<file path="src/rtl/unpack_queue_if.sv">
// unpack_queue_if: wide-in / narrow-out stream bundle for the unpacker.
interface unpack_queue_if #(parameter int IN_WIDTH = 64, parameter int OUT_WIDTH = 32);
   logic [IN_WIDTH-1:0]  din;
   logic                 vld_in;
   logic                 rdy_upward;
   logic [OUT_WIDTH-1:0] dout;
   logic                 vld_out;
   logic                 rdy_downward;
   modport master (output din, vld_in, rdy_downward, input rdy_upward, dout, vld_out);
   modport slave  (input din, vld_in, rdy_downward, output rdy_upward, dout, vld_out);
endinterface

</file>
<file path="src/rtl/unpack_queue.sv">
// unpack_queue: splits each wide word into IN_WIDTH/OUT_WIDTH narrow slices, LS slice first.
module unpack_queue #(
   parameter int IN_WIDTH  = 64,
   parameter int OUT_WIDTH = 32
) (
   input logic           clk,
   input logic           reset,
   unpack_queue_if.slave q
);
   localparam int MAX = IN_WIDTH / OUT_WIDTH;
   localparam int CW  = $clog2(MAX) + 1;
   typedef enum logic {IDLE = 1'b0, DRAIN = 1'b1} state_t;
   state_t              state_q, state_d;
   logic [IN_WIDTH-1:0] dbuf_q, dbuf_d;
   logic [CW-1:0]       cnt_q, cnt_d;
   logic                last, in_fire, out_fire;
   assign last         = cnt_q == CW'(MAX - 1);
   assign q.vld_out    = state_q == DRAIN;
   assign q.dout       = q.vld_out ? dbuf_q[OUT_WIDTH-1:0] : '0;
   // reload on the last slice's handshake keeps the output stream bubble-free
   assign q.rdy_upward = !reset && (state_q == IDLE || (last && q.rdy_downward));
   assign in_fire      = q.vld_in && q.rdy_upward;
   assign out_fire     = q.vld_out && q.rdy_downward;
   always_comb begin
      state_d = state_q;
      dbuf_d  = dbuf_q;
      cnt_d   = cnt_q;
      if (in_fire) begin
         dbuf_d  = q.din;
         cnt_d   = '0;
         state_d = DRAIN;
      end else if (out_fire && !last) begin
         dbuf_d = dbuf_q >> OUT_WIDTH;
         cnt_d  = cnt_q + CW'(1);
      end else if (out_fire) begin
         cnt_d   = '0;
         state_d = IDLE;
      end
   end
   always_ff @(posedge clk) begin
      if (reset) begin
         state_q <= IDLE;
         dbuf_q  <= '0;
         cnt_q   <= '0;
      end else begin
         state_q <= state_d;
         dbuf_q  <= dbuf_d;
         cnt_q   <= cnt_d;
      end
   end
endmodule
</file>
<file path="src/flat_wrapper.sv">
// flat-port wrapper written by rule: the top's interface ports become plain ports
module unpack_queue_flat 
#(
   parameter int IN_WIDTH  = 64,
   parameter int OUT_WIDTH = 32
)
  (clk, reset, q_din, q_vld_in, q_rdy_downward, q_rdy_upward, q_dout, q_vld_out);
  unpack_queue_if #(.IN_WIDTH(IN_WIDTH), .OUT_WIDTH(OUT_WIDTH)) q_i ();
  input logic clk;
  input logic reset;
  input wire logic [$bits(q_i.din)-1:0] q_din;
  input wire logic [$bits(q_i.vld_in)-1:0] q_vld_in;
  input wire logic [$bits(q_i.rdy_downward)-1:0] q_rdy_downward;
  output wire logic [$bits(q_i.rdy_upward)-1:0] q_rdy_upward;
  output wire logic [$bits(q_i.dout)-1:0] q_dout;
  output wire logic [$bits(q_i.vld_out)-1:0] q_vld_out;
  assign q_i.din = q_din;
  assign q_i.vld_in = q_vld_in;
  assign q_i.rdy_downward = q_rdy_downward;
  assign q_rdy_upward = q_i.rdy_upward;
  assign q_dout = q_i.dout;
  assign q_vld_out = q_i.vld_out;
  unpack_queue #(.IN_WIDTH(IN_WIDTH), .OUT_WIDTH(OUT_WIDTH)) u_core (.clk(clk), .reset(reset), .q(q_i));
endmodule
</file>
<file path="config.mk">
export PLATFORM = sky130hd
export DESIGN_NAME = unpack_queue_flat
export DESIGN_NICKNAME = d
export VERILOG_FILES = /design/src/rtl/unpack_queue_if.sv /design/src/rtl/unpack_queue.sv /design/src/flat_wrapper.sv
export SDC_FILE = /design/constraint.sdc
export NUM_CORES = 1
export LEC_CHECK = 0
export BUFFER_PORTS_ARGS = -buffer_cell sky130_fd_sc_hd__clkbuf_2
export CORE_ASPECT_RATIO = 2
export CORE_MARGIN = 2
export CORE_UTILIZATION = 56
export CTS_CLUSTER_SIZE = 25
export DETAILED_ROUTE_END_ITERATION = 7
export PLACE_DENSITY = 0.87
export SLEW_MARGIN = 25
export SYNTH_ARGS = -nofsm -noshare
export SYNTH_HDL_FRONTEND = slang
export SYNTH_SLANG_ARGS = --single-unit
</file>
<file path="constraint.sdc">
create_clock -name clk -period 4.5 [get_ports clk]
set_input_delay 0.675 -clock clk [delete_from_list [all_inputs] [get_ports clk]]
set_output_delay 0.675 -clock clk [all_outputs]
set_load 0.005 [all_outputs]
</file>
==> impl_results.rst, run 1 <==
.. list-table::
   :header-rows: 1

   * - Metric
     - Value
   * - Final Wtd Congestion
     - 0.868
   * - Internal power of the cells
     - 0.00110 W
   * - Final critical-path share of the clock period
     - 53.1%
   * - Vias after detailed routing
     - roughly 3100
   * - Count of inserted antenna diode cells
     - 0
   * - Cell accounting for the most synthesized area
     - sky130_fd_sc_hd__dfxtp_1
   * - Flip-flop and latch count after synthesis
     - 67
   * - Setup repair after global routing missed its margin
     - false
   * - Number of distinct standard cells referenced by the synthesized netlist
     - 29
   * - Most instantiated library cell after synthesis
     - sky130_fd_sc_hd__dfxtp_1
   * - Crit path max fanout
     - 38
   * - DRC violation count after routing
     - 0
   * - Launch point of the worst hold path
     - u_core.dbuf_q[46]
   * - Data arrival time of the critical path
     - 1.72 ns
   * - Number of setup violations in the final report
     - 0
   * - Pin count of the biggest net entering global routing
     - 49
   * - CTS Hold Bufs
     - 0
   * - Std-Cell Rows
     - 40
   * - TritonCTS clock tree
     - built
   * - Routed Antenna Nets
     - 0
   * - Sinks on Clock Net
     - between 60 and 70
   * - Part of the total power dissipated in combinational logic
     - 12.6%
   * - Via count of the first global-routing pass
     - between 2000 and 3000
   * - Half-perimeter wire length after detailed placement
     - 5420 um
   * - Net total in the final layout
     - ~530
   * - Worst-case headroom to the max-slew limit
     - 53.4%
   * - Worst reg2reg startpoint
     - u_core.cnt_q[0]
   * - Number of vias per cell
     - about 5.7
   * - Area of all placed cells without fillers
     - 4190 sq um
   * - GRT Total Usage
     - 25.2%
   * - Maximum level of the CTS H-tree
     - 3
   * - Worst Setup Slack, final
     - 2.11 ns
   * - Transition time at the pin with the least slew margin
     - about 0.70 ns
   * - Max clock buf depth
     - 2
   * - Async set-reset flop share out of synthesis
     - 0%
   * - Syn Area/Cell
     - 9.14 sq um
   * - Switching Fraction
     - around a quarter
   * - Die W
     - 60.1 um
   * - Clock edge transition at the registers on the reported setup and hold paths
     - 0.05 ns
   * - Leading cell types by count after synthesis
     - sky130_fd_sc_hd__dfxtp_1, sky130_fd_sc_hd__inv_1, sky130_fd_sc_hd__a21oi_1
   * - Post-Synthesis Net Count
     - around 450
   * - Switching power
     - 0.000369 W
   * - Total of buffers placed on input and output ports
     - 101
   * - Post-synthesis cell area
     - between 3000 and 4000 sq um
   * - Final wirelength
     - between 8000 and 9000 um
   * - Total congestion overflow
     - 0
   * - Sequential area share after synthesis
     - 38.1%
   * - Master cell of the clock root buffer
     - sky130_fd_sc_hd__clkbuf_16
   * - Number of maximum-capacitance violations
     - 0
   * - Share of total power in the clock network
     - between 40 and 50%
   * - First-pass GRT wire length
     - 13400 um
   * - Required time at the endpoint of the critical path
     - between 3 and 4 ns
   * - Clock insertion delay at the later pin of the skew report
     - 0.33 ns
   * - Leak
     - 1.66 nW
   * - Synth area leaders
     - sky130_fd_sc_hd__dfxtp_1, sky130_fd_sc_hd__a221o_1, sky130_fd_sc_hd__nand4b_1, sky130_fd_sc_hd__nand3b_1, sky130_fd_sc_hd__o31ai_1
   * - Worst supply voltage drop on vdd
     - 0.271 mV
   * - I/O pin count
     - 102
   * - Status
     - finished clean
   * - Layout cells sized above 1
     - between 20% and 30%
   * - Total CTS buffers
     - 9
   * - Number of enable-type register cells in the synthesized netlist
     - 0
   * - Post-Synthesis Cells
     - 385
   * - Sequential group share of total power
     - 45.1%
   * - Critical Path Source
     - u_core.cnt_q[0]
   * - Maximum clock skew at final layout
     - 0.00324 ns
   * - Critical path capture point type
     - primary output
   * - Power per unit of standard cell area
     - 351 nW/um^2
   * - Area grow syn2layout
     - 19.0%
   * - Hold Path Class
     - reg -> reg
   * - Maximum clock rate
     - 0.418 GHz
   * - Crit start category
     - register
   * - Postcts setup bufs
     - 0
   * - Sum Neg Setup Slack
     - 0 ns
   * - CORE AREA
     - 6060 sq um
   * - Die boundary height
     - around 120 um
   * - Initial cell density of the core
     - 58.1%
   * - Fin crit period
     - 2.39 ns
   * - Portion of synthesized cell area occupied by the leading cell type
     - 38.1%
   * - Number of hold-slack violations in the final timing report
     - 0
   * - DR iter-0 viols
     - 136
   * - Detailed Routing Iterations Pass 1
     - 4
   * - Type of the setup path with the least slack
     - reg -> out
   * - Routed wirelength normalized by instance count
     - 15.0 um
   * - Main flop type after synthesis
     - sky130_fd_sc_hd__dfxtp_1
   * - Yosys synthesis warning count
     - 0
   * - Cell Area, Placed
     - 3920 sq um
   * - Number of slew-limit violations in the final report
     - 0
   * - Worst slack after detailed placement
     - 1.92 ns
   * - Cts repair resizes
     - 0
   * - Area of the die
     - 6970 sq um
   * - Antenna violations before repair
     - 0
   * - Post-Route Utilization
     - 69.2%
==> per-stage QoR <==
stage / hold WS, ns / std cells / total power [W]
after floorplan: 0.440 / 385 / 0.000799
after global placement: 0.451 / 533 / 0.000853
after detailed placement: 0.453 / 533 / 0.000860
after CTS: 0.463 / 548 / 0.00148
after global routing: 0.478 / 548 / 0.00153
final: 0.461 / 548 / 0.00147
==> cell type report <==
| type | count | area (sq um) |
|---|---|---|
| clock buffers | 12 | 246 |
| clock inverters | 3 | 15.0 |
| fillers | 501 | 1870 |
| inverters | 35 | 131 |
| multi-input cells | 241 | 1800 |
| flip-flops and latches | 67 | 1340 |
| well taps | 84 | 105 |
| repair buffers | 106 | 543 |
==> power by group through the flow <==
stage	registers, W	clock network (W)	logic, W
floorplan	0.000662	0	0.000137
CTS	0.000663	0.000627	0.000186
global route	0.000668	0.000657	0.000206
detailed placement	0.000675	0	0.000185
finish	0.000664	0.000622	0.000186
global placement	0.000672	0	0.000181
==> layout by cell type, fill, tap and decap left out, drive strengths merged, types with 2 or more instances in the layout <==
cell type,netlist,final
a221o,32,32
a211oi,2,2
and2,32,32
nand2,2,2
dfxtp,67,67
o31ai,32,32
clkinv,0,3
clkbuf,17,113
nor3,2,2
nor2,3,3
inv,35,35
a21oi,33,33
nand2b,33,33
nand3b,32,32
nand4b,32,32
buf,25,5
==> registers in the layout, indices dropped and copies added, names as in the netlist <==
name	cells
u_core.q.vld_out	1
u_core.cnt_q	2
u_core.dbuf_q	64
==> critical path, cell delays in order, from the launching register on <==
cell and delay [ns]:
sky130_fd_sc_hd__dfxtp_1 0.35, sky130_fd_sc_hd__ha_2 0.58, sky130_fd_sc_hd__a21boi_4 0.15, sky130_fd_sc_hd__nor2_1 0.16, sky130_fd_sc_hd__clkbuf_2 0.15
==> routing by layer <==
metal / track usage [%] / up-vias / routed length (um)
met2: 41.2 / 112 / 4180
met4: 13.5 / 0 / 316
li1: - / 1546 / -
met5: 0 / - / 0
met3: 6.53 / 30 / 439
met1: 29.4 / 1421 / 3280
==> path summary, 6_finish.rpt <==
kind	cells after the start	endpoint	slack, ns
max	4	q_rdy_upward	2.11
min	2	u_core.dbuf_q[46]	0.46
max reg2reg	5	u_core.dbuf_q[3]	2.32
min reg2reg	2	u_core.dbuf_q[46]	0.46
==> cells by family after synthesis <==
family                     synth area share (%)
muxes                                     0.284
AOI/OAI and AO/OA                          22.7
buffers and inverters                      10.9
DFF                                        38.1
adders and majority gates                 0.355
and+or+nand+nor                            27.7
Note: power is estimated with default switching activity, not from simulation.
==> run 2, diff against run 1 <==
CORE_UTILIZATION = 52   (was 56)
PLACE_DENSITY = 0.82   (was 0.87)
clock period = 2.4 ns   (was 4.5 ns; I/O delays follow)
==> run 2 against run 1 <==
Via count up 0.93%; die area up 7.3%; register-to-register slack worse by 1.8 ns; final area up 2.9%; flip-flop and latch count unchanged; clock skew up 0.0030 ns; sequential share of layout area down 0.92 points; utilization down 3.6 points; wire length up 5.5%; clock power up 110%; critical path type is now reg -> reg; largest power group is now clock.
==> impl_results.rst, run 2 (same netlist as run 1, synthesis figures left out) <==
.. list-table::
   :header-rows: 1

   * - Metric
     - Value
   * - Status
     - finished clean
   * - Final Hold Slack
     - 0.252 ns (-0.209 ns)
   * - Layout cells sized above 1
     - 28.9% (+0.64 points)
   * - Area of the die
     - 7480 sq um (+7.3%)
   * - Worst reg2reg startpoint
     - u_core.cnt_q[0]
   * - Pin count of the biggest net entering global routing
     - 41 (-16%)
   * - DR iter-0 viols
     - 192 (+41%)
   * - Total congestion overflow
     - 0 (unchanged)
   * - Die W
     - 62.2 um (+3.5%)
   * - Sinks on Clock Net
     - 67 (unchanged)
   * - TritonCTS clock tree
     - built
   * - Required time at the endpoint of the critical path
     - 2.67 ns (-1.16 ns)
   * - Power per unit of standard cell area
     - 677 nW/um^2 (+93%)
   * - Final Wtd Congestion
     - 0.864 (-0.51%)
   * - Number of vias per cell
     - 5.61 (-1.1%)
   * - Worst slack after detailed placement
     - 0.465 ns (-1.46 ns)
   * - Half-perimeter wire length after detailed placement
     - 5940 um (+9.7%)
   * - FF-to-FF End
     - u_core.dbuf_q[19]
   * - Hold Path Class
     - in -> reg
   * - Number of maximum-capacitance violations
     - 0 (unchanged)
   * - Antenna violations before repair
     - 0 (unchanged)
   * - Area of all placed cells without fillers
     - 4310 sq um (+2.9%)
   * - Placed cell count
     - 544 (+2.1%)
   * - Count of inserted antenna diode cells
     - 0 (unchanged)
   * - Slowest CP cell
     - sky130_fd_sc_hd__a211oi_4
   * - Leak
     - 1.72 nW (+3.6%)
   * - Total CTS buffers
     - 9 (unchanged)
   * - Area grow syn2layout
     - 22.4%
   * - Net total in the final layout
     - 536 (+1.3%)
   * - Std-Cell Rows
     - 42 (+5.0%)
   * - Maximum clock rate
     - 0.528 GHz
   * - CTS Hold Bufs
     - 0 (unchanged)
   * - Final std cells w/o fill
     - 559 (+2.0%)
   * - CORE AREA
     - 6570 sq um (+8.5%)
   * - Internal reg-to-reg setup slack
     - 0.51 ns (-1.81 ns)
   * - Maximum clock skew at final layout
     - 0.00619 ns (+0.00295 ns)
   * - Maximum level of the CTS H-tree
     - 3 (unchanged)
   * - Type of the setup path with the least slack
     - reg -> reg
   * - GRT Total Usage
     - 23.3% (-1.9 points)
   * - Clock edge transition at the registers on the reported setup and hold paths
     - 0.06 ns (about the same)
   * - Final wirelength
     - 8670 um (+5.5%)
   * - Die boundary height
     - 120 um (+3.6%)
   * - Cell depth of the worst flop-to-flop path
     - 5 (unchanged)
   * - Via count of the first global-routing pass
     - 3037 (+1.5%)
   * - Transition time at the pin with the least slew margin
     - 0.661 ns (-0.0383 ns)
   * - Critical path capture point type
     - register
   * - I/O pin count
     - 102 (unchanged)
   * - Vias after detailed routing
     - 3138 (+0.93%)
   * - Worst-case headroom to the max-slew limit
     - 55.9% (+2.6 points)
   * - Worst Setup Slack, final
     - 0.508 ns (-1.60 ns)
   * - Number of hold-slack violations in the final timing report
     - 0 (unchanged)
   * - Count of filler cells inserted in the layout
     - 593 (+18%)
   * - Most frequent cells in the layout
     - sky130_fd_sc_hd__clkbuf_2, sky130_fd_sc_hd__dfxtp_1, sky130_fd_sc_hd__inv_1
   * - Initial cell density of the core
     - 53.6% (-4.5 points)
   * - Crit path max fanout
     - 20 (-47%)
   * - Detailed Routing Iterations Pass 1
     - 4 (unchanged)
   * - Most flop-heavy register
     - u_core.dbuf_q
   * - DRC violation count after routing
     - 0 (unchanged)
   * - Master cell of the clock root buffer
     - sky130_fd_sc_hd__clkbuf_16
   * - Clock insertion delay at the later pin of the skew report
     - 0.33 ns (about the same)
   * - Postcts setup bufs
     - 0 (unchanged)
   * - Number of setup violations in the final report
     - 0 (unchanged)
   * - Number of flip-flops under the largest register name
     - 64 (unchanged)
   * - Cells traversed along the worst timing path
     - ha_1 -> inv_2 -> a211oi_4 -> buf_4 -> a221o_1
   * - Crit start category
     - register
   * - Total of buffers placed on input and output ports
     - 101 (unchanged)
   * - Critical Path Source
     - u_core.cnt_q[0]
   * - Sum Neg Setup Slack
     - 0 ns (unchanged)
   * - Leading cell type in the layout, fill and taps excluded
     - sky130_fd_sc_hd__clkbuf_2
   * - Max clock buf depth
     - 2 (unchanged)
   * - Peak per-stage delay on the critical path
     - 0.59 ns (about the same)
   * - Routed Antenna Nets
     - 0 (unchanged)
   * - Routed wirelength normalized by instance count
     - 15.5 um (+3.4%)
   * - Worst supply voltage drop on vdd
     - 0.352 mV (+30%)
   * - Capturing element of the worst setup path
     - u_core.dbuf_q[19]
   * - Data arrival time of the critical path
     - 2.16 ns (+0.44 ns)
   * - Cell Area, Placed
     - 4010 sq um (+2.3%)
   * - First-pass GRT wire length
     - 14000 um (+4.7%)
   * - Number of slew-limit violations in the final report
     - 0 (unchanged)
   * - Cts repair resizes
     - 0 (unchanged)
   * - Final critical-path share of the clock period
     - 78.8%
   * - Fin crit period
     - 1.89 ns
   * - Setup repair after global routing missed its margin
     - false
-- run 2: stage by stage --
step	util, %	power (W)
finish	65.6	0.00292
global route	65.6	0.00303
CTS	65.6	0.00294
detailed placement	61.1	0.00163
global placement	60.7	0.00161
floorplan	-	0.00150
-- run 2: critical path: cells and delay by family, from the launching register on --
| family | cells | cell delay [ns] |
|---|---|---|
| compound gates | 2 | 0.78 |
| fa+ha+maj | 1 | 0.28 |
| buf+inv | 2 | 0.43 |
| flops | 1 | 0.35 |
-- run 2: layout make-up --
class | count | area [sq um] | area share, %
Clock buffer | 13 | 260 | 6.04
Clock inverter | 2 | 35.0 | 0.813
Inverter | 35 | 131 | 3.05
Multi-Input combinational cell | 241 | 1800 | 41.8
Sequential cell | 67 | 1340 | 31.1
Tap cell | 88 | 110 | 2.56
Timing Repair Buffer | 113 | 628 | 14.6
-- run 2: per-layer routing --
layer / wire [um] / up-vias / track usage, %
li1: - / 1556 / -
met2: 4680 / 96 / 42.2
met5: 0 / - / 0
met1: 3460 / 1474 / 25.9
met3: 406 / 12 / 3.53
met4: 119 / 0 / 12.6
-- run 2: worst min path at each step --
stage / to / cells after the start / from
6_report: u_core.dbuf_q[26] / 2 / q_din[26]
5_1_grt: u_core.dbuf_q[15] / 2 / q_din[15]
4_1_cts: u_core.dbuf_q[26] / 2 / q_din[26]
3_5_place_dp: u_core.dbuf_q[38] / 2 / u_core.dbuf_q[38]
3_3_place_gp: u_core.dbuf_q[42] / 2 / u_core.dbuf_q[42]
2_1_floorplan: u_core.dbuf_q[36] / 2 / u_core.dbuf_q[36]
-- run 2: where the power goes --
| part | internal (W) | total [W] | switching (W) |
|---|---|---|---|
| registers | 0.00119 | 0.00123 | 0.0000473 |
| logic | 0.000179 | 0.000378 | 0.000199 |
| clock network | 0.000853 | 0.00131 | 0.000452 |
==> run 3, diff against run 2 <==
CORE_UTILIZATION = 47   (was 52)
PLACE_DENSITY = 0.78   (was 0.82)
clock period = 1.69 ns   (was 2.4 ns; I/O delays follow)
==> run 3 against run 2 <==
Final cell count up 2.5%; final area is 2.3% higher; sequential power increased by 42%; global-route usage fell by 0.80 points; wire length is 6.2% higher; sequential share of layout area is 0.70 points lower; combinational power rose by 51%; critical path type is now reg -> out; critical endpoint is now q_rdy_upward; largest cell class unchanged.
==> impl_results.rst, run 3 (same netlist as run 1, synthesis figures left out) <==
.. list-table::
   :header-rows: 1

   * - Metric
     - Value
   * - Status
     - finished clean
   * - I/O pin count
     - 102 (unchanged)
   * - Met2 wire len
     - 4760 um (+1.8%)
   * - CTS Hold Bufs
     - 0 (unchanged)
   * - Maximum clock skew at final layout
     - 0.00707 ns (+0.000884 ns)
   * - Critical Path Source
     - u_core.cnt_q[1]
   * - Required time at the endpoint of the critical path
     - 1.44 ns (-1.23 ns)
   * - Routed wirelength normalized by instance count
     - 16.1 um (+3.6%)
   * - Sinks on Clock Net
     - 67 (unchanged)
   * - Count of filler cells inserted in the layout
     - 670 (+13%)
   * - Std-Cell Rows
     - 44 (+4.8%)
   * - Pin count of the biggest net entering global routing
     - 41 (unchanged)
   * - Total length of routed met3 wires
     - 455 um (+12%)
   * - Cells traversed along the worst timing path
     - inv_1 -> ha_2 -> a21boi_4 -> buf_4 -> nor2_2 -> clkbuf_2
   * - Placed cell count
     - 556 (+2.2%)
   * - Internal reg-to-reg setup slack
     - 0.06 ns (-0.45 ns)
   * - Number of setup violations in the final report
     - 0 (unchanged)
   * - Worst Setup Slack, final
     - 0.0280 ns (-0.480 ns)
   * - Transition time at the pin with the least slew margin
     - 0.495 ns (-0.167 ns)
   * - Final std cells w/o fill
     - 573 (+2.5%)
   * - Capturing element of the worst setup path
     - q_rdy_upward
   * - Launch point of the worst hold path
     - q_din[13]
   * - Type of the setup path with the least slack
     - reg -> out
   * - Crit start category
     - register
   * - Number of vias per cell
     - 5.65 (+0.73%)
   * - Met1 routed wirelength after detailed routing
     - 3540 um (+2.3%)
   * - Final wirelength
     - 9200 um (+6.2%)
   * - Fin crit period
     - 1.66 ns
   * - Worst reg2reg startpoint
     - u_core.cnt_q[1]
   * - CORE AREA
     - 7270 sq um (+11%)
   * - First-pass GRT wire length
     - 14400 um (+2.6%)
   * - GRT Total Usage
     - 22.5% (-0.80 points)
   * - Detailed Routing Iterations Pass 1
     - 6 (+2)
   * - Crit path max fanout
     - 2 (-90%)
   * - FF-to-FF End
     - u_core.dbuf_q[33]
   * - Total of buffers placed on input and output ports
     - 101 (unchanged)
   * - Antenna violations before repair
     - 0 (unchanged)
   * - Hold Path Class
     - in -> reg
   * - Master cell of the clock root buffer
     - sky130_fd_sc_hd__clkbuf_16
   * - Worst-case headroom to the max-slew limit
     - 67.0% (+11 points)
   * - Most frequent cells in the layout
     - sky130_fd_sc_hd__clkbuf_2, sky130_fd_sc_hd__dfxtp_1, sky130_fd_sc_hd__inv_1
   * - Clock insertion delay at the later pin of the skew report
     - 0.34 ns (about the same)
   * - Min-Delay Path Depth
     - 2 (unchanged)
   * - Cell depth of the worst flop-to-flop path
     - 7 (+2)
   * - Worst slack after detailed placement
     - -0.208 ns (-0.673 ns)
   * - Routed Antenna Nets
     - 0 (unchanged)
   * - Peak per-stage delay on the critical path
     - 0.33 ns (-0.26 ns)
   * - Total CTS buffers
     - 9 (unchanged)
   * - Number of flip-flops under the largest register name
     - 64 (unchanged)
   * - Vias after detailed routing
     - 3240 (+3.3%)
   * - Area grow syn2layout
     - 25.2%
   * - Clock edge transition at the registers on the reported setup and hold paths
     - 0.05 ns (about the same)
   * - Leak
     - 1.76 nW (+2.7%)
   * - TritonCTS clock tree
     - built
   * - Half-perimeter wire length after detailed placement
     - 6330 um (+6.4%)
   * - Initial cell density of the core
     - 48.4% (-5.1 points)
   * - Critical path capture point type
     - primary output
   * - Setup repair after global routing missed its margin
     - true
   * - Slowest CP cell
     - sky130_fd_sc_hd__dfxtp_1
   * - Most flop-heavy register
     - u_core.dbuf_q
   * - Data arrival time of the critical path
     - 1.41 ns (-0.75 ns)
   * - Layout cells sized above 1
     - 31.0% (+2.1 points)
   * - Number of hold-slack violations in the final timing report
     - 0 (unchanged)
   * - Number of maximum-capacitance violations
     - 0 (unchanged)
   * - Leading cell type in the layout, fill and taps excluded
     - sky130_fd_sc_hd__clkbuf_2
   * - Total congestion overflow
     - 0 (unchanged)
   * - Number of slew-limit violations in the final report
     - 0 (unchanged)
   * - DRC violation count after routing
     - 0 (unchanged)
   * - Final Hold Slack
     - 0.139 ns (-0.113 ns)
   * - DR iter-0 viols
     - 184 (-4.2%)
   * - Die boundary height
     - 126 um (+5.0%)
   * - Maximum clock rate
     - 0.602 GHz
   * - Area of combinational cells with multiple inputs
     - 1810 sq um (+0.62%)
   * - Power per unit of standard cell area
     - 947 nW/um^2 (+40%)
   * - Via count of the first global-routing pass
     - 3109 (+2.4%)
   * - Net total in the final layout
     - 545 (+1.7%)
   * - Area of the die
     - 8240 sq um (+10%)
   * - Worst supply voltage drop on vdd
     - 0.725 mV (+110%)
   * - Die W
     - 65.2 um (+4.8%)
   * - Count of inserted antenna diode cells
     - 0 (unchanged)
   * - Final critical-path share of the clock period
     - 98.3%
   * - Footprint of the flip-flops and latches
     - 1340 sq um (unchanged)
   * - Highest metal layer with signal wires
     - met4
   * - Final Wtd Congestion
     - 0.840 (-2.8%)
   * - Max clock buf depth
     - 2 (unchanged)
   * - Maximum level of the CTS H-tree
     - 3 (unchanged)
run 3: cell count changes in the layout (fill, tap and decap cells not counted), sizes merged:
cell      change
clkinvlp      +1
clkbuf        -2
clkinv        +2
buf           +9
run 3: final cells by class:
| class | count | area share, % |
|---|---|---|
| inverter | 35 | 2.98 |
| sequential | 67 | 30.4 |
| multi-input combinational | 241 | 41.1 |
| tap | 92 | 2.61 |
| timing repair buffer | 122 | 16.1 |
| clock inverter | 5 | 1.19 |
| clock buffer | 11 | 5.51 |
run 3: timing repair:
item | 4_1_cts | 5_1_grt
pin swaps | 1 | 1
setup endpoints to repair | 59 | 36
gates cloned | 0 | 0
buffers inserted | 0 | 1
resized for setup | 4 | 3
run 3: per-layer routing:
metal	vias up	global-route usage [%]
met5	-	0
met4	0	16.8
met3	33	4.17
met2	103	38.1
met1	1527	24.2
li1	1577	-
run 3: worst min-delay path by stage:
stage / to / slack [ns]
final: u_core.dbuf_q[13] / 0.14
after floorplan: u_core.dbuf_q[0] / 0.39
after global placement: u_core.dbuf_q[33] / 0.45
after detailed placement: u_core.dbuf_q[62] / 0.45
after global routing: u_core.dbuf_q[4] / 0.14
after CTS: u_core.dbuf_q[22] / 0.13
run 3: critical path, delay by kind of cell, from the launching register on:
family / cells / cell delay [ns]
adders and majority gates: 1 / 0.20
AOI/OAI and AO/OA: 1 / 0.18
buffers and inverters: 3 / 0.32
DFF: 1 / 0.33
and+or+nand+nor: 1 / 0.04
run 3: metrics by stage:
stage | area (sq um) | util, % | total power [W] | setup TNS [ns]
6_report | 4410 | 60.6 | 0.00417 | 0
5_1_grt | 4410 | 60.6 | 0.00432 | -0.208
4_1_cts | 4380 | 60.2 | 0.00418 | 0
3_5_place_dp | 4070 | 55.9 | 0.00234 | -5.98
3_3_place_gp | 4050 | 55.7 | 0.00231 | -9.66
2_1_floorplan | 3520 | - | 0.00213 | 0
run 3: report_power, final:
group,internal [W],switching [W]
clock,0.00117,0.000675
sequential,0.00169,0.0000670
combinational,0.000275,0.000297
